File: config.mk
export PLATFORM = sky130hd
export DESIGN_NAME = cmp_unit_pipe_flat
export DESIGN_NICKNAME = d
export VERILOG_FILES = /design/src/rtl/cmp_unit_pipe_if.sv /design/src/rtl/cmp_unit_pipe.sv /design/src/flat_wrapper.sv
export SDC_FILE = /design/constraint.sdc
export NUM_CORES = 1
export LEC_CHECK = 0
export CORE_ASPECT_RATIO = 1.75
export CORE_MARGIN = 2
export CORE_UTILIZATION = 50
export CTS_CLUSTER_SIZE = 28
export DETAILED_ROUTE_END_ITERATION = 6
export PLACE_DENSITY = 0.78
export SYNTH_ARGS = -nofsm -noshare
export SYNTH_HDL_FRONTEND = slang
export SYNTH_SLANG_ARGS = --single-unit
File: constraint.sdc
create_clock -name clk -period 3.45 [get_ports clk]
set_input_delay 0.5175 -clock clk [delete_from_list [all_inputs] [get_ports clk]]
set_output_delay 0.5175 -clock clk [all_outputs]
set_load 0.02 [all_outputs]
File: src/rtl/cmp_unit_pipe_if.sv
// Compare-unit issue/writeback bus: operands and tags in, CR-field result out.
// The slave modport is the compare unit's view; the master is the issuer/consumer.
interface cmp_unit_pipe_if #(
  parameter int XLEN        = 32,
  parameter int RS_ID_WIDTH = 5
);
  logic                   flush;
  logic                   input_valid;
  logic                   input_ready;
  logic [RS_ID_WIDTH-1:0] rs_id_in;
  logic [2:0]             result_reg_addr_in;
  logic [XLEN-1:0]        op1;
  logic [XLEN-1:0]        op2;
  logic                   xer_so;
  logic                   cmp_signed;
  logic                   cmp_wide;
  logic                   cmp_eqb;
  logic                   output_valid;
  logic                   output_ready;
  logic [RS_ID_WIDTH-1:0] rs_id_out;
  logic [2:0]             result_reg_addr_out;
  logic [3:0]             result;

  modport master (
    output flush, input_valid, rs_id_in, result_reg_addr_in, op1, op2,
           xer_so, cmp_signed, cmp_wide, cmp_eqb, output_ready,
    input  input_ready, output_valid, rs_id_out, result_reg_addr_out, result
  );

  modport slave (
    input  flush, input_valid, rs_id_in, result_reg_addr_in, op1, op2,
           xer_so, cmp_signed, cmp_wide, cmp_eqb, output_ready,
    output input_ready, output_valid, rs_id_out, result_reg_addr_out, result
  );
endinterface

File: src/rtl/cmp_unit_pipe.sv
// Elastic pipelined CR compare unit producing {LT,GT,EQ,SO}.
// Define CMP_UNIT_EQB_EN to build the compare-equal-byte datapath.
module cmp_unit_pipe #(
  parameter int XLEN        = 32,
  parameter int STAGES      = 2,
  parameter int RS_ID_WIDTH = 5
) (
  input  logic            clk,
  input  logic            rst,
  cmp_unit_pipe_if.slave  bus
);
  localparam int NB = XLEN / 8;

  logic [STAGES-1:0]                  v;
  logic [STAGES-1:0]                  en;
  logic [STAGES-1:0][RS_ID_WIDTH-1:0] id_q;
  logic [STAGES-1:0][2:0]             addr_q;
  logic [STAGES-1:1][3:0]             res_q;
  logic [STAGES-1:1][3:0]             res_d;

  logic [XLEN-1:0] op1_q, op2_q;
  logic            so_q, sgn_q, wide_q;

  logic signed [32:0]   na, nb;
  logic signed [XLEN:0] wa, wb;
  logic                 use_wide, lt, eq;
  logic [3:0]           cmp_res;

  // A stage advances unless it and every stage below it are full while the
  // consumer stalls; written per stage to keep the chain free of feedback.
  always_comb begin
    logic full;
    en = '0;
    for (int i = 0; i < STAGES; i++) begin
      full = 1'b1;
      for (int j = i; j < STAGES; j++) full = full & v[j];
      en[i] = ~full | bus.output_ready;
    end
  end

  assign bus.input_ready = en[0] & ~bus.flush;

  always_ff @(posedge clk or posedge rst) begin
    if (rst) begin
      v <= '0;
    end else if (bus.flush) begin
      v <= '0;
    end else begin
      if (en[0]) v[0] <= bus.input_valid;
      for (int i = 1; i < STAGES; i++)
        if (en[i]) v[i] <= v[i-1];
    end
  end

  always_ff @(posedge clk or posedge rst) begin
    if (rst) begin
      op1_q     <= '0;
      op2_q     <= '0;
      so_q      <= 1'b0;
      sgn_q     <= 1'b0;
      wide_q    <= 1'b0;
      id_q[0]   <= '0;
      addr_q[0] <= '0;
    end else if (en[0]) begin
      op1_q     <= bus.op1;
      op2_q     <= bus.op2;
      so_q      <= bus.xer_so;
      sgn_q     <= bus.cmp_signed;
      wide_q    <= bus.cmp_wide;
      id_q[0]   <= bus.rs_id_in;
      addr_q[0] <= bus.result_reg_addr_in;
    end
  end

`ifdef CMP_UNIT_EQB_EN
  logic          eqb_q;
  logic [NB-1:0] byte_eq;

  always_ff @(posedge clk or posedge rst) begin
    if (rst)         eqb_q <= 1'b0;
    else if (en[0])  eqb_q <= bus.cmp_eqb;
  end

  for (genvar b = 0; b < NB; b++) begin : g_beq
    assign byte_eq[b] = (op2_q[8*b +: 8] == op1_q[7:0]);
  end
`else
  logic unused_eqb;
  assign unused_eqb = bus.cmp_eqb;
`endif

  // Extension bit is the operand sign when signed, zero when logical, so one
  // signed comparator serves both modes.
  always_comb begin
    na       = {sgn_q & op1_q[31], op1_q[31:0]};
    nb       = {sgn_q & op2_q[31], op2_q[31:0]};
    wa       = {sgn_q & op1_q[XLEN-1], op1_q};
    wb       = {sgn_q & op2_q[XLEN-1], op2_q};
    use_wide = wide_q & (XLEN > 32);
    if (use_wide) begin
      lt = (wa < wb);
      eq = (wa == wb);
    end else begin
      lt = (na < nb);
      eq = (na == nb);
    end
    cmp_res = {lt, ~(lt | eq), eq, so_q};
`ifdef CMP_UNIT_EQB_EN
    if (eqb_q) cmp_res = {1'b0, |byte_eq, 2'b00};
`endif
  end

  always_comb begin
    res_d    = '0;
    res_d[1] = cmp_res;
    for (int i = 2; i < STAGES; i++) res_d[i] = res_q[i-1];
  end

  always_ff @(posedge clk or posedge rst) begin
    if (rst) begin
      res_q <= '0;
      for (int i = 1; i < STAGES; i++) begin
        id_q[i]   <= '0;
        addr_q[i] <= '0;
      end
    end else begin
      for (int i = 1; i < STAGES; i++) begin
        if (en[i]) begin
          res_q[i]  <= res_d[i];
          id_q[i]   <= id_q[i-1];
          addr_q[i] <= addr_q[i-1];
        end
      end
    end
  end

  assign bus.output_valid        = v[STAGES-1];
  assign bus.result              = res_q[STAGES-1];
  assign bus.rs_id_out           = id_q[STAGES-1];
  assign bus.result_reg_addr_out = addr_q[STAGES-1];
endmodule

File: src/flat_wrapper.sv
// flat-port wrapper written by rule: the top's interface ports become plain ports
module cmp_unit_pipe_flat 
#(
  parameter int XLEN        = 32,
  parameter int STAGES      = 2,
  parameter int RS_ID_WIDTH = 5
)
  (clk, rst, bus_flush, bus_input_valid, bus_rs_id_in, bus_result_reg_addr_in, bus_op1, bus_op2, bus_xer_so, bus_cmp_signed, bus_cmp_wide, bus_cmp_eqb, bus_output_ready, bus_input_ready, bus_output_valid, bus_rs_id_out, bus_result_reg_addr_out, bus_result);
  cmp_unit_pipe_if #(.XLEN(XLEN), .RS_ID_WIDTH(RS_ID_WIDTH)) bus_i ();
  input  logic clk;
  input  logic rst;
  input wire logic [$bits(bus_i.flush)-1:0] bus_flush;
  input wire logic [$bits(bus_i.input_valid)-1:0] bus_input_valid;
  input wire logic [$bits(bus_i.rs_id_in)-1:0] bus_rs_id_in;
  input wire logic [$bits(bus_i.result_reg_addr_in)-1:0] bus_result_reg_addr_in;
  input wire logic [$bits(bus_i.op1)-1:0] bus_op1;
  input wire logic [$bits(bus_i.op2)-1:0] bus_op2;
  input wire logic [$bits(bus_i.xer_so)-1:0] bus_xer_so;
  input wire logic [$bits(bus_i.cmp_signed)-1:0] bus_cmp_signed;
  input wire logic [$bits(bus_i.cmp_wide)-1:0] bus_cmp_wide;
  input wire logic [$bits(bus_i.cmp_eqb)-1:0] bus_cmp_eqb;
  input wire logic [$bits(bus_i.output_ready)-1:0] bus_output_ready;
  output wire logic [$bits(bus_i.input_ready)-1:0] bus_input_ready;
  output wire logic [$bits(bus_i.output_valid)-1:0] bus_output_valid;
  output wire logic [$bits(bus_i.rs_id_out)-1:0] bus_rs_id_out;
  output wire logic [$bits(bus_i.result_reg_addr_out)-1:0] bus_result_reg_addr_out;
  output wire logic [$bits(bus_i.result)-1:0] bus_result;
  assign bus_i.flush = bus_flush;
  assign bus_i.input_valid = bus_input_valid;
  assign bus_i.rs_id_in = bus_rs_id_in;
  assign bus_i.result_reg_addr_in = bus_result_reg_addr_in;
  assign bus_i.op1 = bus_op1;
  assign bus_i.op2 = bus_op2;
  assign bus_i.xer_so = bus_xer_so;
  assign bus_i.cmp_signed = bus_cmp_signed;
  assign bus_i.cmp_wide = bus_cmp_wide;
  assign bus_i.cmp_eqb = bus_cmp_eqb;
  assign bus_i.output_ready = bus_output_ready;
  assign bus_input_ready = bus_i.input_ready;
  assign bus_output_valid = bus_i.output_valid;
  assign bus_rs_id_out = bus_i.rs_id_out;
  assign bus_result_reg_addr_out = bus_i.result_reg_addr_out;
  assign bus_result = bus_i.result;
  cmp_unit_pipe #(.XLEN(XLEN), .STAGES(STAGES), .RS_ID_WIDTH(RS_ID_WIDTH)) u_core (.clk(clk), .rst(rst), .bus(bus_i));
endmodule
---- Yosys cells after proc, flatten, opt, wreduce, memory -nomap -nowiden ----
Cells that the tools add are included.
storage, ports and cells
  input port bits ......................... 81
  register bits after elaboration ......... 88
  logic and storage cells ................. 29
  output and inout port bits .............. 14
cells by class
  $lt $le $gt $ge ......................... 1
  mux-type cells .......................... 3
  eq/ne operators ......................... 1
  reduce and logical (&&, ||, !) cells .... 2
  bitwise operators ....................... 11
operator list
  kind                number
  $eq A33 B33 Y1      1
  $lt A33 B33 Y1      1
  $and A1 B1 Y1       4
  $not A1 Y1          4
  $reduce_bool A2 Y1  2
  $or A1 B1 Y1        3
  $mux W1             2
  $mux W2             1

---- Logic depth before layout (Yosys ltp) ----
Gate-level depths: netlist of run 1.
  word-level depth ........................ 5
  gate-level depth with buffers ........... 8
  mapped depth without buffers ............ 8

---- Least setup slack after synthesis of run 1 ----
No wires, ideal clock.
  path kind ............................... reg2reg
  from .................................... register u_core.op1_q[7]
  to ...................................... register u_core.res_q, in the netlist u_core.bus.result[3]
  path buffers ............................ 0
  library setup time ...................... 0.078 ns
  setup slack ............................. 1.621 ns
  data arrival time ....................... 1.751 ns
  period minus slack after synthesis ...... 1.829 ns
  required time ........................... 3.372 ns
  stages on the path, launching flop included .. 8
  path through ............................ dfrtp_1 -> ha_1 -> a21oi_1 -> nand2_1 -> a221o_1 -> a211o_1 -> a22oi_1 -> a21boi_1
between the ends
  cells in the longest elaborated chain, start to end .. 1
ends and longest elaborated chain
  what                             RTL line              source
  from (decl)                      cmp_unit_pipe.sv:21   logic [XLEN-1:0] op1_q, op2_q;
  from (signal assigned)           cmp_unit_pipe.sv:65   op1_q <= bus.op1;
  $lt A33 B33 Y1                   --
  to (signal, indexed assignment)  cmp_unit_pipe.sv:129  res_q[i] <= res_d[i];
  to (decl)                        cmp_unit_pipe.sv:18   logic [STAGES-1:1][3:0] res_q;
Every way passes these cells.
A chain may end at the register's enable or synchronous reset.

---- Worst setup path after layout of run 1 ----
  from .................................... input port bus_output_ready
  to ...................................... output port bus_input_ready
between the ends
  cells in the longest elaborated chain, start to end .. 2
ends and longest elaborated chain
  what           RTL line             source
  from (decl)    flat_wrapper.sv:22   input wire logic [$bits(bus_i.output_ready)-1:0] bus_output_ready;
  $or A1 B1 Y1   cmp_unit_pipe.sv:37  en[i] = ~full | bus.output_ready;
  $and A1 B1 Y1  cmp_unit_pipe.sv:41  assign bus.input_ready = en[0] & ~bus.flush;
  to (decl)      flat_wrapper.sv:23   output wire logic [$bits(bus_i.input_ready)-1:0] bus_input_ready;
Every way passes these cells.

==> results.cfg, run 1 <==
[run_status]
status = finished, final reports clean

[hold_path]
hold_path_depth = 2
hp-class = register to register
worstHoldEndpoint = u_core.bus.result[2]
hp-start = u_core.bus.result[2]

[synth]
synth-edff-count = 0
netlist_instances = 356
ys_types = 28
ys_seq_area_frac = 0.538
postSynthAreaPerCell_sq_um = 11.5
synthFlopType = dfrtp_1
yosys_register_bits = 88
netlist_area_sq_mm = 0.00409
yosysWarnings = 0
async_flop_share = 1.00
syn_nets = 469

[global_routing]
grt_pass1_wl_microns = 13200
antenna_found_initial = 0
first_global_vias = 2941
grt_max_degree = 48
overflow = 0
grt.total_usage = 0.192

[critical_path]
worstSetupStartpointType = input pin
crit_buf_inv = 2
rr_endpoint = u_core.bus.result[3]
cp.required_ns = 2.93
critPathLaunch = bus_output_ready
reg2reg_depth = 8
crit_path_end_kind = output port
worst_path_most_repeated_cell = clkdlybuf4s50_1
cp_top_family = buffers and inverters
crit_slowest_cell = clkdlybuf4s50_1
r2r_slack_ns = 1.43
reg2reg_from = u_core.op2_q[4]
cp_cell_sequence = clkdlybuf4s50_1 > nor2b_2 > a21oi_1 > clkdlybuf4s50_1
criticalPathCategory = input pin to output port
cp_data_arrival_time_ns = 1.80
critPathMaxFanout = 2
cpPeakStageDelay_ns = 0.62

[cells_and_area]
final_common_cell = clkdlybuf4s50_1
nets = 557
antenna_cells = 0
area_growth_syn_to_layout_pct = 31.4
mostFrequentLayoutCells = clkdlybuf4s50_1, dfrtp_1, mux2_2, nand2_1
drive_gt1_frac = 0.176

[route]
avgRoutedWirePerCell_microns = 15.3
drtPass1Iterations = 4
vias = 2831
vias_per_cell = 5.25
remaining_drc_errors = 0
drt_iter0_markers = 151
wl_microns = 8240
ant_nets = 0

[placement]
gp_congestion = 0.828
port_buffers = 92
pre_cts_ws_ns = 1.06
place_hpwl_microns = 5880

[sta]
relSlewSlack = 0.454
rsz0062_at_grt = no
setup_violations = 0
fin_skew_ns = 0.00970
report.final.slew_viol_count = 0
layout_setup_ws_ns = 1.13
layout_min_cycle_time_ns = 2.32
worst_pin_slew_ns = 0.820
clock.fmax_ghz = 0.432
hold_violations = 0
period_share = 0.671
setup_tns_ns = 0

[die]
die_h_microns = 124
die_area_sq_mm = 0.00896
design.core.area_sq_mm = 0.00796
start_util = 0.514
fp-row-count = 43
io_pins = 95
chipWidth_microns = 72.4

[clock_network]
cts_inserted_buffers = 9
clock-sinks = 88
insertion_delay_ns = 0.34
clk_pin_slew_worst_paths_ns = 0.06
ctsHoldBuffers = 0
cts_root_buf = clkbuf_16
post-cts-setup-buffer-count = 0
cts_resized = 0
cts_tree = yes
clockBufferDepth = 2
h-tree-depth = 3

[run]
cap_violations = 0

[power]
pwr-share-comb = 0.138
power_density_mw_per_mm2 = 455
p_sw_w = 0.000564
clockPowerShare = 0.402
p_sw_frac = 0.231
vdd_drop_max_mv = 0.287
leakage_nw = 2.53
pwr-share-seq = 0.460
intPower_w = 0.00188
## logic make-up after synthesis
| logic type | synth area share |
|---|---|
| xor+xnor | 0.00214 |
| flops | 0.538 |
| fa+ha+maj | 0.0978 |
| buf+inv | 0.0648 |
| mux | 0.143 |
| compound gates | 0.0828 |
| simple gates | 0.0715 |
## worst max path at each step
stage	cells after the start	slack (ns)	endpoint
after floorplan	1	0.65	u_core.addr_q[0]
after global placement	6	1.09	u_core.op1_q[31]
after detailed placement	6	1.06	u_core.op1_q[12]
after CTS	4	1.11	bus_input_ready
after global routing	4	1.09	bus_input_ready
final	4	1.13	bus_input_ready
## metal layers
layer,wire [microns],global-route usage,share of wire,up-vias
met2,4450,0.343,0.54,64
met4,127,0.0729,0.015,0
li1,-,-,-,1375
met5,0,0,0,-
met1,3310,0.223,0.40,1385
met3,354,0.0429,0.043,7
## stage by stage
stage,total power (W),instance area (sq um),util,hold slack (ns),std cells
after global placement,0.00147,5070,0.637,0.468,523
after detailed placement,0.00148,5070,0.637,0.492,523
after global routing,0.00254,5380,0.675,0.526,539
after CTS,0.00247,5380,0.675,0.506,539
after floorplan,0.00132,4090,-,0.472,356
final,0.00245,5380,0.675,0.495,539
## power groups by stage
stage,logic [W],clock network [W],registers (W)
2_1_floorplan,0.000180,0,0.00114
3_3_place_gp,0.000327,0,0.00114
3_5_place_dp,0.000337,0,0.00114
4_1_cts,0.000343,0.00100,0.00113
5_1_grt,0.000374,0.00104,0.00113
6_report,0.000337,0.000983,0.00113
## cell type report
| type | instances | area, sq um |
|---|---|---|
| clock buffer | 11 | 253 |
| clock inverter | 5 | 55.1 |
| fill | 603 | 2580 |
| inverter | 37 | 140 |
| multi-input combinational | 210 | 1640 |
| sequential | 88 | 2200 |
| tap | 90 | 113 |
| timing repair buffer | 98 | 978 |
## flip-flops by register name (all words and copies together), names as in the netlist
| name | count |
|---|---|
| u_core.bus.result_reg_addr_out | 3 |
| u_core.v | 2 |
| u_core.op1_q | 32 |
| u_core.bus.rs_id_out | 5 |
| u_core.addr_q | 3 |
| u_core.sgn_q | 1 |
| u_core.op2_q | 32 |
| u_core.so_q | 1 |
| u_core.bus.result | 4 |
| u_core.id_q | 5 |
## worst min-delay path: cells and delay by family (launching register included)
kind	cells	cell delay [ns]
AOI/OAI and AO/OA	1	0.06
DFF	1	0.35
and+or+nand+nor	1	0.05
## cell usage after synthesis, types with 2 or more instances
cell,n,area share
a211oi_1,2,0.0037
buf_4,9,0.017
nand3_1,4,0.0049
inv_1,37,0.034
a21oi_1,14,0.017
buf_2,5,0.0061
nand2_1,42,0.039
dfrtp_1,88,0.54
a221o_1,2,0.0049
ha_1,32,0.098
a21o_1,3,0.0055
clkbuf_1,6,0.0055
nor4b_1,2,0.0043
nor2_1,6,0.0055
nand4_1,5,0.0076
mux2_2,52,0.14
o21ai_0,36,0.044
Note: power is estimated with default switching activity, not from simulation.
==> run 2, diff against run 1 <==
- CORE_UTILIZATION: 50 -> 45
- PLACE_DENSITY: 0.78 -> 0.74
- clock period: 3.45 -> 1.85 ns (I/O delays scaled with it)
==> run 2 against run 1 <==
  * Critical path type is now register to register
  * Total power is 91% higher
  * Critical endpoint is now u_core.bus.result[3]
  * The flow now finishes with violations (negative setup slack)
  * Largest cell class unchanged
  * Die area grew 11%
  * Flip-flop and latch count stayed put
==> results.cfg, run 2 (synthesis gave the netlist of run 1 again) <==
[cells_and_area]
fin_area_sq_mm = 0.00578
top_regs = u_core.op1_q (32), u_core.op2_q (32)
finalNonFillerCells = 584
nFillCells = 721
drive_gt1_frac = 0.265
nets = 572
final_core_util = 0.643
area_growth_syn_to_layout_pct = 41.1
multi_input_area_sq_mm = 0.00183
antenna_cells = 0
mostFrequentLayoutCells = clkdlybuf4s50_1, dfrtp_1, mux2_2, nand2_1, o21ai_0
register_area_sq_mm = 0.00220
final_common_cell = clkdlybuf4s50_1

[power]
p_sw_frac = 0.234
leakage_nw = 2.64
intPower_w = 0.00357
p_sw_w = 0.00109
power_density_mw_per_mm2 = 807
vdd_drop_max_mv = 0.509
clockPowerShare = 0.393
pwr-share-comb = 0.156
power_w = 0.00466
pwr-share-seq = 0.451

[critical_path]
crit_slowest_cell = dfrtp_1
cp_cell_sequence = ha_1 > nand4_1 > nor4_4 > a221o_1 > a211o_1 > a22oi_2 > a21boi_2
cp_data_arrival_time_ns = 2.19
criticalPathCategory = register to register
cpPeakStageDelay_ns = 0.38
crit_path_end_kind = register
critPathMaxFanout = 2
cp.required_ns = 2.12
worstSetupStartpointType = register

[route]
drtPass1Iterations = 4
vias = 2892
wl_microns = 8590
vias_per_cell = 4.95
avgRoutedWirePerCell_microns = 14.7
drt_iter0_markers = 95
ant_nets = 0
remaining_drc_errors = 0

[sta]
clock.fmax_ghz = 0.520
setup_violations = 3
relSlewSlack = 0.660
hold_violations = 0
fin_skew_ns = 0.00576
layout_min_cycle_time_ns = 1.92
layout_setup_ws_ns = -0.0740
period_share = 1.04
report.final.slew_viol_count = 0
rsz0062_at_grt = yes
worst_pin_slew_ns = 0.510

[die]
fp-row-count = 46
start_util = 0.456
die_h_microns = 130
design.core.area_sq_mm = 0.00898
io_pins = 95
die_area_sq_mm = 0.00991
chipWidth_microns = 76.1

[clock_network]
insertion_delay_ns = 0.34
clockBufferDepth = 2
h-tree-depth = 3
cts_tree = yes
cts_inserted_buffers = 9
cts_root_buf = clkbuf_16
clock-sinks = 88
clk_pin_slew_worst_paths_ns = 0.06

[run_status]
status = finished, violations left
violations = negative setup slack

[global_routing]
grt_pass1_wl_microns = 14000
grt_max_degree = 46
antenna_found_initial = 0
first_global_vias = 3054
overflow = 0
grt.total_usage = 0.180

[run]
cap_violations = 0

[placement]
port_buffers = 92
placed_cell_area_sq_mm = 0.00525
placed_cells = 565
place_hpwl_microns = 6180
gp_congestion = 0.794

[hold_path]
hp-class = input pin to async pin
run 2: changes by cell type in the layout (fill, tap and decap cells not counted), sizes merged:
cell and change:
clkinvlp +1, buf +15, dlygate4sd2 +1, clkdlybuf4s50 -1
clkinv -1
run 2: critical path, delay by kind of cell (launching register included):
kind            cells  cell delay [ns]
compound gates      4             0.89
flops               1             0.38
fa+ha+maj           1             0.32
simple gates        2             0.27
run 2: per-layer routing:
| metal | global-route usage | up-vias | part of all wire |
|---|---|---|---|
| li1 | - | 1412 | - |
| met1 | 0.198 | 1406 | 0.39 |
| met2 | 0.335 | 59 | 0.55 |
| met3 | 0.0373 | 15 | 0.035 |
| met4 | 0.0813 | 0 | 0.022 |
| met5 | 0 | - | 0 |
run 2: layout make-up:
cell class | instances | share of cell area
Tap cell | 120 | 0.0260
Clock buffer | 11 | 0.0438
Inverter | 37 | 0.0247
Sequential cell | 88 | 0.381
Clock inverter | 5 | 0.00953
Timing Repair Buffer | 113 | 0.197
Multi-Input combinational cell | 210 | 0.318
run 2: path summary, 6_finish.rpt:
| check | from | end | slack (ns) | depth (start not counted) |
|---|---|---|---|---|
| max | u_core.op1_q[16] | u_core.bus.result[3] | -0.07 | 7 |
| min | rst | u_core.op2_q[6] | 0.18 | 2 |
| max reg2reg | u_core.op1_q[16] | u_core.bus.result[3] | -0.07 | 7 |
| min reg2reg | u_core.sgn_q | u_core.sgn_q | 0.50 | 1 |
| max in group asynchronous | rst | u_core.so_q | 0.97 | 3 |
| min in group clk | bus_op2[6] | u_core.op2_q[6] | 0.50 | 3 |
run 2: power by group through the flow:
stage / clock network [W] / logic, W / registers (W)
finish: 0.00183 / 0.000726 / 0.00210
floorplan: 0 / 0.000336 / 0.00213
global placement: 0 / 0.000643 / 0.00213
CTS: 0.00188 / 0.000697 / 0.00210
global route: 0.00198 / 0.000802 / 0.00212
detailed placement: 0 / 0.000662 / 0.00213
run 2: through the flow:
step | TNS (ns) | setup WS (ns) | hold WS [ns]
CTS | -0.0968 | -0.0481 | 0.169
detailed placement | -0.417 | -0.154 | 0.489
global placement | -0.227 | -0.0867 | 0.465
floorplan | 0 | 0.0214 | 0.344
finish | -0.128 | -0.0740 | 0.182
global route | -0.394 | -0.167 | 0.185
run 2: repair_timing:
action | in CTS | in global routing
resized for setup | 16 | 20
buffers inserted | 2 | 2
hold buffers | 0 | 0
setup endpoints to repair | 4 | 3
pin swaps | 11 | 12
